--- config.mk ---
export PLATFORM = sky130hd
export DESIGN_NAME = seq_alu_n_flat
export DESIGN_NICKNAME = d
export VERILOG_FILES = /design/src/rtl/seq_alu_n_if.sv /design/src/rtl/seq_alu_n.sv /design/src/flat_wrapper.sv
export SDC_FILE = /design/constraint.sdc
export NUM_CORES = 1
export LEC_CHECK = 0
export ABC_AREA = 1
export BUFFER_PORTS_ARGS = -buffer_cell sky130_fd_sc_hd__clkbuf_2
export CAP_MARGIN = 20
export CORE_MARGIN = 2
export CORE_UTILIZATION = 55
export DETAILED_ROUTE_END_ITERATION = 6
export GPL_TIMING_DRIVEN = 1
export PLACE_DENSITY = 0.74
export REMOVE_ABC_BUFFERS = 1
export SETUP_SLACK_MARGIN = 0.1
export SKIP_LAST_GASP = 1
export SLEW_MARGIN = 20
export SYNTH_ARGS = -nofsm -noshare
export SYNTH_HDL_FRONTEND = slang
export SYNTH_SLANG_ARGS = --single-unit
--- constraint.sdc ---
create_clock -name clk -period 3.2 [get_ports clk]
set_input_delay 0.64 -clock clk [delete_from_list [all_inputs] [get_ports clk]]
set_output_delay 0.64 -clock clk [all_outputs]
set_load 0.1 [all_outputs]
--- src/rtl/seq_alu_n_if.sv ---
// seq_alu_n_if: start/busy/done request and result bus for seq_alu_n
interface seq_alu_n_if #(parameter int WIDTH = 8);
  logic start;
  logic [3:0] ctrl;
  logic [WIDTH-1:0] A, B, Y, Y_hi;
  logic CF, OF, ZF, busy, done;
  modport master(output start, ctrl, A, B, input Y, Y_hi, CF, OF, ZF, busy, done);
  modport slave(input start, ctrl, A, B, output Y, Y_hi, CF, OF, ZF, busy, done);
endinterface

--- src/rtl/seq_alu_n.sv ---
// seq_alu_n: registered WIDTH-bit ALU with start/busy/done handshake and shift-add multiplier
module seq_alu_n #(parameter int WIDTH = 8) (
  input logic clk,
  input logic clrn,
  seq_alu_n_if.slave bus
);
  localparam int SHW = $clog2(WIDTH);
  typedef enum logic [1:0] {IDLE, CALC, DONE} state_t;
  state_t state, state_nxt;
  logic [WIDTH-1:0] b_op, res, mplier;
  logic [WIDTH:0] sum;
  logic [2*WIDTH-1:0] mcand, prod, prod_nxt;
  logic [SHW-1:0] cnt;
  logic cf, of, last;
  assign last = cnt == SHW'(WIDTH - 1);
  assign prod_nxt = prod + (mplier[0] ? mcand : '0);
  assign bus.busy = state == CALC;
  assign bus.done = state == DONE;
  always_comb begin
    state_nxt = state;
    state_nxt = state == IDLE ? (bus.start ? (bus.ctrl == 4'd8 ? CALC : DONE) : IDLE) :
                state == CALC ? (last ? DONE : CALC) : IDLE;
  end
  // SUB reuses the adder as A + ~B + 1, so CF is the inverted borrow
  always_comb begin
    b_op = bus.ctrl == 4'd1 ? ~bus.B : bus.B;
    sum = {1'b0, bus.A} + {1'b0, b_op} + (WIDTH+1)'(bus.ctrl == 4'd1);
    res = '0;
    cf = 1'b0;
    of = 1'b0;
    case (bus.ctrl)
      4'd0, 4'd1: begin
        res = sum[WIDTH-1:0];
        cf = sum[WIDTH];
        of = (bus.A[WIDTH-1] == b_op[WIDTH-1]) && (sum[WIDTH-1] != bus.A[WIDTH-1]);
      end
      4'd2: res = ~bus.A;
      4'd3: res = bus.A & bus.B;
      4'd4: res = bus.A | bus.B;
      4'd5: res = bus.A ^ bus.B;
      4'd6: res = {{(WIDTH-1){1'b0}}, $signed(bus.A) > $signed(bus.B)};
      4'd7: res = {{(WIDTH-1){1'b0}}, bus.A == bus.B};
      4'd9: res = bus.A << bus.B[SHW-1:0];
      4'd10: res = $signed(bus.A) >>> bus.B[SHW-1:0];
      4'd11: res = {{(WIDTH-1){1'b0}}, bus.A > bus.B};
      default: res = '0;
    endcase
  end
  always_ff @(posedge clk or negedge clrn) begin
    if (!clrn) begin
      state <= IDLE;
      bus.Y <= '0;
      bus.Y_hi <= '0;
      bus.CF <= 1'b0;
      bus.OF <= 1'b0;
      bus.ZF <= 1'b0;
      mcand <= '0;
      mplier <= '0;
      prod <= '0;
      cnt <= '0;
    end else begin
      state <= state_nxt;
      if (state == IDLE && bus.start) begin
        if (bus.ctrl == 4'd8) begin
          mcand <= {{WIDTH{1'b0}}, bus.A};
          mplier <= bus.B;
          prod <= '0;
          cnt <= '0;
        end else begin
          bus.Y <= res;
          bus.Y_hi <= '0;
          bus.CF <= cf;
          bus.OF <= of;
          bus.ZF <= res == '0 && bus.ctrl < 4'd12;
        end
      end else if (state == CALC) begin
        prod <= prod_nxt;
        mcand <= mcand << 1;
        mplier <= mplier >> 1;
        cnt <= cnt + 1'b1;
        if (last) begin
          bus.Y <= prod_nxt[WIDTH-1:0];
          bus.Y_hi <= prod_nxt[2*WIDTH-1:WIDTH];
          bus.CF <= |prod_nxt[2*WIDTH-1:WIDTH];
          bus.OF <= 1'b0;
          bus.ZF <= prod_nxt == '0;
        end
      end
    end
  end
endmodule

--- src/flat_wrapper.sv ---
// flat-port wrapper written by rule: the top's interface ports become plain ports
module seq_alu_n_flat 
#(parameter int WIDTH = 8)
  (clk, clrn, bus_start, bus_ctrl, bus_A, bus_B, bus_Y, bus_Y_hi, bus_CF, bus_OF, bus_ZF, bus_busy, bus_done);
  seq_alu_n_if #(.WIDTH(WIDTH)) bus_i ();
  input logic clk;
  input logic clrn;
  input wire logic [$bits(bus_i.start)-1:0] bus_start;
  input wire logic [$bits(bus_i.ctrl)-1:0] bus_ctrl;
  input wire logic [$bits(bus_i.A)-1:0] bus_A;
  input wire logic [$bits(bus_i.B)-1:0] bus_B;
  output wire logic [$bits(bus_i.Y)-1:0] bus_Y;
  output wire logic [$bits(bus_i.Y_hi)-1:0] bus_Y_hi;
  output wire logic [$bits(bus_i.CF)-1:0] bus_CF;
  output wire logic [$bits(bus_i.OF)-1:0] bus_OF;
  output wire logic [$bits(bus_i.ZF)-1:0] bus_ZF;
  output wire logic [$bits(bus_i.busy)-1:0] bus_busy;
  output wire logic [$bits(bus_i.done)-1:0] bus_done;
  assign bus_i.start = bus_start;
  assign bus_i.ctrl = bus_ctrl;
  assign bus_i.A = bus_A;
  assign bus_i.B = bus_B;
  assign bus_Y = bus_i.Y;
  assign bus_Y_hi = bus_i.Y_hi;
  assign bus_CF = bus_i.CF;
  assign bus_OF = bus_i.OF;
  assign bus_ZF = bus_i.ZF;
  assign bus_busy = bus_i.busy;
  assign bus_done = bus_i.done;
  seq_alu_n #(.WIDTH(WIDTH)) u_core (.clk(clk), .clrn(clrn), .bus(bus_i));
endmodule
==> run_results.csv, run 1 <==
group,metric,value,unit
cts,cts_hold_buf,0,
route,met3WireLength,721,um
cts,numCtsBuffers,9,
yosys,synth_top_area_share,29.7,%
yosys,synth_top_cell_by_area,"dfrtp_1",
critical_path,crit_path_start_kind,"flop",
timing,fin_crit,2730,ps
finish,drive_gt1_share,14.0,%
yosys,synthTopCellsByArea,"dfrtp_1, nand2_1, ha_1",
die,dieWidth,103,um
cts,path_clk_slew,70,ps
grt,grt_pass1_vias,5266,
route,route.met2.wl,7700,um
grt,overflow,0,
finish,antenna_cells,0,
yosys,synth_seq_area_share,29.7,%
finish,fin_area,6060,um2
cts,cts_resized,0,
yosys,syn_area,5400,um2
die,coreArea,9640,um2
yosys,synth_cell_types,41,
cts,root_buffer,"clkbuf_8",
timing,tightest_slew,551,ps
timing,fmax,367,MHz
placement,placedInstanceArea,5840,um2
critical_path,slowest_stage,"dfrtp_1",
finish,mostFrequentLayoutCell,"nand2_1",
finish,fin_nets,918,
yosys,synth_warnings,0,
critical_path,crit_path_end_kind,"flop",
timing,finalClockSkew,7.50,ps
die,dieArea,10600,um2
grt,antenna_found_initial,0,
die,initial_core_util,56.0,%
grt,grt_pass1_wl,24600,um
critical_path,path_common_cell,"nand2_1",
timing,hold_viol,0,
critical_path,slowest_delay,450,ps
finish,nFillCells,961,
route,wl_met1,6210,um
timing,slew_viol_final,0,
finish,seq_area,1600,um2
timing,setup_ws,472,ps
route,top_layer,"met4",
critical_path,path_buf_inv,1,
route,vias,5353,
finish,mostFrequentLayoutCells,"nand2_1, inv_1, nor2_1",
power,power_density,827,nW/um2
cts,cts_tree,"yes",
critical_path,path_max_fanout,7,
run,maxCapViolCount,0,
cts,clockBufferDepth,2,
yosys,ys_seq_elements,64,
placement,hpwl,12000,um
route,drc_errors,0,
route,wire_per_inst,15.5,um
timing,setup_viol,0,
route,drt_pass1_iterations,5,
die,pin_count,44,
route,first_iter_violations,284,
critical_path,required,3490,ps
placement,io_buffers,43,
die,fp.dieH,103,um
critical_path,crit_family,"simple AND/OR/NAND/NOR gates",
grt,grt_max_degree,36,
cts,cts_max_level,3,
power,leakage,3.29,nW
die,rows,36,
timing,fin_crit_sh,85.2,%
power,ir_worst_vdd,508,uV
yosys,postSynthCellCount,789,
cts,insertion_delay,360,ps
finish,syn2layout_area_growth,12.2,%
cts,clock-sinks,64,
placement,place_congestion,0.987,
critical_path,crit_type,"flop to flop",
timing,tns,0,ps
cts,post-cts-setup-buffer-count,0,
timing,maxSlewHeadroom,63.4,%
route,wirelength,15200,um
critical_path,worstPathArrival,3020,ps
yosys,syn_area_per_cell,6.84,um2
critical_path,worstPathCellList,"nand2_1, inv_1, ha_1, fa_1, nand3_1, nand3_2, nand2_1, nand3_1, a21oi_1, nand2_1, nand2_1, nand2_1, nor2_1, nand3_1, nand2_1, nand2_1, nand2_1",
finish,multiInputGateArea,3350,um2
min_path,hold_class,"input port to async pin",
placement,pre_cts_ws,185,ps
grt,grt.total_usage,30.0,%
timing,rsz0062_at_grt,"false",
status,status,"finished clean",
route,via_per_inst,5.45,
power,totalPowerFinal,5.01,mW
route,drtAntennaViolNets,0,
[synthesized netlist by cell type, drive strengths merged]
master,n
o221ai,1
a21boi,2
buf,12
a21oi,25
xor2,13
clkbuf,8
o21bai,5
nand2,260
nor2,77
nand4,9
o22ai,9
a21o,2
nand3,63
clkinv,1
a22o,4
xnor2,4
o21a,3
o2111ai,1
o211ai,4
inv,89
ha,49
a31oi,20
fa,2
o21ai,45
nand3b,3
or2,6
dfrtp,64
nor3,5
o31ai,3
[layer usage]
layer	up-vias	track usage, %
met3	39	4.54
met5	-	0
met2	180	55.9
li1	2686	-
met1	2448	33.9
met4	0	12.9
[path summary, 6_finish.rpt]
path	start	endpoint	slack, ps	cells past startpoint
worst max-delay path	u_core.mplier[0]$_DFFE_PN0P_	u_core.bus.ZF$_DFFE_PN0P_	470	17
worst min-delay path	clrn	u_core.mcand[14]$_DFFE_PN0P_	310	2
worst max register to register	u_core.mplier[0]$_DFFE_PN0P_	u_core.bus.ZF$_DFFE_PN0P_	470	17
worst min register to register	u_core.mplier[7]$_DFFE_PN0P_	u_core.mplier[7]$_DFFE_PN0P_	490	2
max in group asynchronous	clrn	u_core.bus.CF$_DFFE_PN0P_	2560	2
min in group clk	u_core.mplier[7]$_DFFE_PN0P_	u_core.mplier[7]$_DFFE_PN0P_	490	2
[flip-flops by register name, indices dropped and copies added (netlist names)]
| name | cells |
|---|---|
| u_core.cnt | 3 |
| u_core.bus.OF | 1 |
| u_core.bus.Y | 8 |
| u_core.bus.Y_hi | 8 |
| u_core.mplier | 8 |
| u_core.mcand | 16 |
| u_core.bus.ZF | 1 |
| u_core.prod | 16 |
| u_core.bus.CF | 1 |
| u_core.state | 2 |
[area by class of cell]
class	instances	share of cell area, %
sequential	64	26.4
clock buffer	10	2.27
timing repair buffer	64	6.16
multi-input combinational	615	55.4
tap	133	2.75
inverter	90	5.62
clock inverter	6	1.36
[cell families after synthesis]
family,count (synthesis),synth area share [%]
adder cells (fa/ha/maj),51,12.1
flip-flops,64,29.7
XOR/XNOR,17,2.76
AND/OR/NAND/NOR,423,33.7
AO/OA/AOI/OAI,124,13.6
buffers and inverters,110,8.14
[per-stage QoR]
step                hold WS, ps  cells  utilization [%]
floorplan                   344    769                -
global placement            469    966             60.5
detailed placement          474    966             60.5
CTS                         312    982             62.8
global route                338    982             62.8
finish                      305    982             62.8
[power by group]
part / internal, mW / total [mW] / leakage, nW / switching, mW
clock network: 0.455 / 0.779 / 0.112 / 0.324
logic: 0.951 / 2.91 / 2.38 / 1.96
registers: 1.12 / 1.32 / 0.803 / 0.206
Power figures use the tool's default switching activity.
==> inputs of run 2 (changes only) <==
--- a/config.mk
+++ b/config.mk
@@ -13,7 +13,6 @@
 export DETAILED_ROUTE_END_ITERATION = 6
 export GPL_TIMING_DRIVEN = 1
 export PLACE_DENSITY = 0.74
-export REMOVE_ABC_BUFFERS = 1
 export SETUP_SLACK_MARGIN = 0.1
 export SKIP_LAST_GASP = 1
 export SLEW_MARGIN = 20
==> run 2 against run 1 <==
First-iteration DRC count rose by 7.4%. Die area unchanged. Register-to-register slack about the same. Flip-flop and latch count stayed put. Non-clock buffer count fell by 6. Via count increased by 0.92%. Core utilization is 0.22 points lower. Sequential share of layout area is 0.093 points higher. Maximum frequency grew 0.35%. Critical endpoint unchanged.
==> run_results.csv, run 2 (same netlist as run 1, synthesis figures left out) <==
group,metric,value,unit
status,status,"finished clean",
power,sw_frac_of_total,49.9,%
die,pin_count,44,
critical_path,path_buf_inv,3,
timing,fin_crit,2720,ps
cts,root_buffer,"clkbuf_8",
yosys,syn_nets,863,
critical_path,worstPathArrival,3010,ps
power,leakage,3.27,nW
run,maxCapViolCount,0,
route,vias,5402,
critical_path,slowest_delay,430,ps
cts,clockBufferDepth,2,
cts,numCtsBuffers,9,
route,wirelength,15900,um
cts,cts_tree,"yes",
power,power_density,822,nW/um2
timing,slew_viol_final,0,
cts,post-cts-setup-buffer-count,0,
critical_path,crit_path_start_kind,"flop",
timing,fmax,368,MHz
critical_path,required,3490,ps
die,rows,36,
finish,syn2layout_area_growth,11.9,%
die,initial_core_util,56.0,%
power,ir_worst_vdd,520,uV
timing,fin_crit_sh,84.9,%
die,dieWidth,103,um
critical_path,crit_path_end_kind,"flop",
critical_path,slowest_stage,"dfrtp_1",
finish,nFillCells,929,
critical_path,crit_family,"simple AND/OR/NAND/NOR gates",
timing,finalClockSkew,10.1,ps
grt,grt_max_degree,36,
finish,antenna_cells,0,
grt,grt.total_usage,32.1,%
critical_path,path_common_cell,"nand2_1",
power,seqPwrFrac,26.6,%
finish,mostFrequentLayoutCell,"nand2_1",
timing,tns,0,ps
power,combPwrFrac,56.0,%
route,drtAntennaViolNets,0,
power,p_sw,2.47,mW
grt,grt_pass1_vias,5232,
cts,path_clk_slew,80,ps
timing,hold_viol,0,
die,fp.dieH,103,um
route,drc_errors,0,
timing,rsz0062_at_grt,"false",
finish,drive_gt1_share,13.4,%
placement,hpwl,12700,um
route,via_per_inst,5.53,
min_path,hold_class,"input port to async pin",
power,internal-power,2.49,mW
grt,grt_pass1_wl,25700,um
timing,setup_viol,0,
critical_path,crit_start,"u_core.mplier[0]$_DFFE_PN0P_",
power,totalPowerFinal,4.96,mW
grt,antenna_found_initial,0,
placement,io_buffers,43,
finish,mostFrequentLayoutCells,"nand2_1, inv_1, nor2_1",
timing,maxSlewHeadroom,46.8,%
route,drt_pass1_iterations,6,
cts,cts_resized,0,
timing,tightest_slew,798,ps
finish,reg_top3,"u_core.mcand: 16 flops, u_core.prod: 16 flops",
route,wire_per_inst,16.3,um
cts,clock-sinks,64,
cts,cts_max_level,3,
grt,overflow,0,
cts,insertion_delay,350,ps
placement,post-place-cells,960,
cts,cts_hold_buf,0,
critical_path,path_max_fanout,12,
die,dieArea,10600,um2
power,clkPwrFrac,17.3,%
finish,fin_cells,976,
placement,place_congestion,0.945,
route,first_iter_violations,305,
critical_path,crit_type,"flop to flop",
critical_path,worstPathCellList,"buf_4, nand2_1, inv_1, ha_1, inv_1, o21bai_1, a21oi_1, nand2_1, xnor2_1, nand2_1, nor3_1, nand3_1, nand2_1, nand2_1, nand2_1",
finish,fin_nets,912,
critical_path,r2r-start,"u_core.mplier[0]$_DFFE_PN0P_",
die,coreArea,9640,um2
## run 2: per-layer routing
layer	track usage, %	routed length [um]	vias up
li1	-	-	2679
met1	37.6	6410	2497
met2	56.6	7930	180
met3	5.08	828	46
met5	0	0	-
met4	16.0	750	0
## run 2: cell type report
class | instances | area (um2) | area share, %
multi-input cells | 615 | 3350 | 55.6
flip-flops and latches | 64 | 1600 | 26.5
inverters | 90 | 340 | 5.64
repair buffers | 58 | 328 | 5.43
well taps | 133 | 166 | 2.76
clock buffers | 9 | 124 | 2.05
clock inverters | 7 | 120 | 1.99
## run 2: power groups by stage
stage | registers [mW] | logic [mW] | clock network [mW]
global placement | 1.32 | 2.70 | 0
CTS | 1.32 | 2.76 | 0.864
detailed placement | 1.33 | 2.74 | 0
finish | 1.32 | 2.78 | 0.860
global route | 1.36 | 3.09 | 0.903
floorplan | 1.69 | 1.70 | 0
## run 2: path summary, 6_finish.rpt
kind,to,slack (ps),cells past startpoint
setup / recovery,u_core.bus.ZF$_DFFE_PN0P_,480,15
max in group asynchronous,u_core.mcand[15]$_DFFE_PN0P_,2080,2
hold / removal,u_core.prod[4]$_DFFE_PN0P_,360,1
setup reg to reg,u_core.bus.ZF$_DFFE_PN0P_,480,15
min in group clk,u_core.bus.OF$_DFFE_PN0P_,490,2
hold reg to reg,u_core.bus.OF$_DFFE_PN0P_,490,2
## run 2: per-stage QoR
step | hold WS [ps] | setup WS, ps | cell area (um2) | utilization (%)
floorplan | 344 | 425 | 5400 | -
global placement | 466 | 225 | 5790 | 60.1
detailed placement | 473 | 180 | 5790 | 60.1
CTS | 387 | 529 | 6030 | 62.6
global route | 411 | 171 | 6030 | 62.6
finish | 358 | 482 | 6030 | 62.6
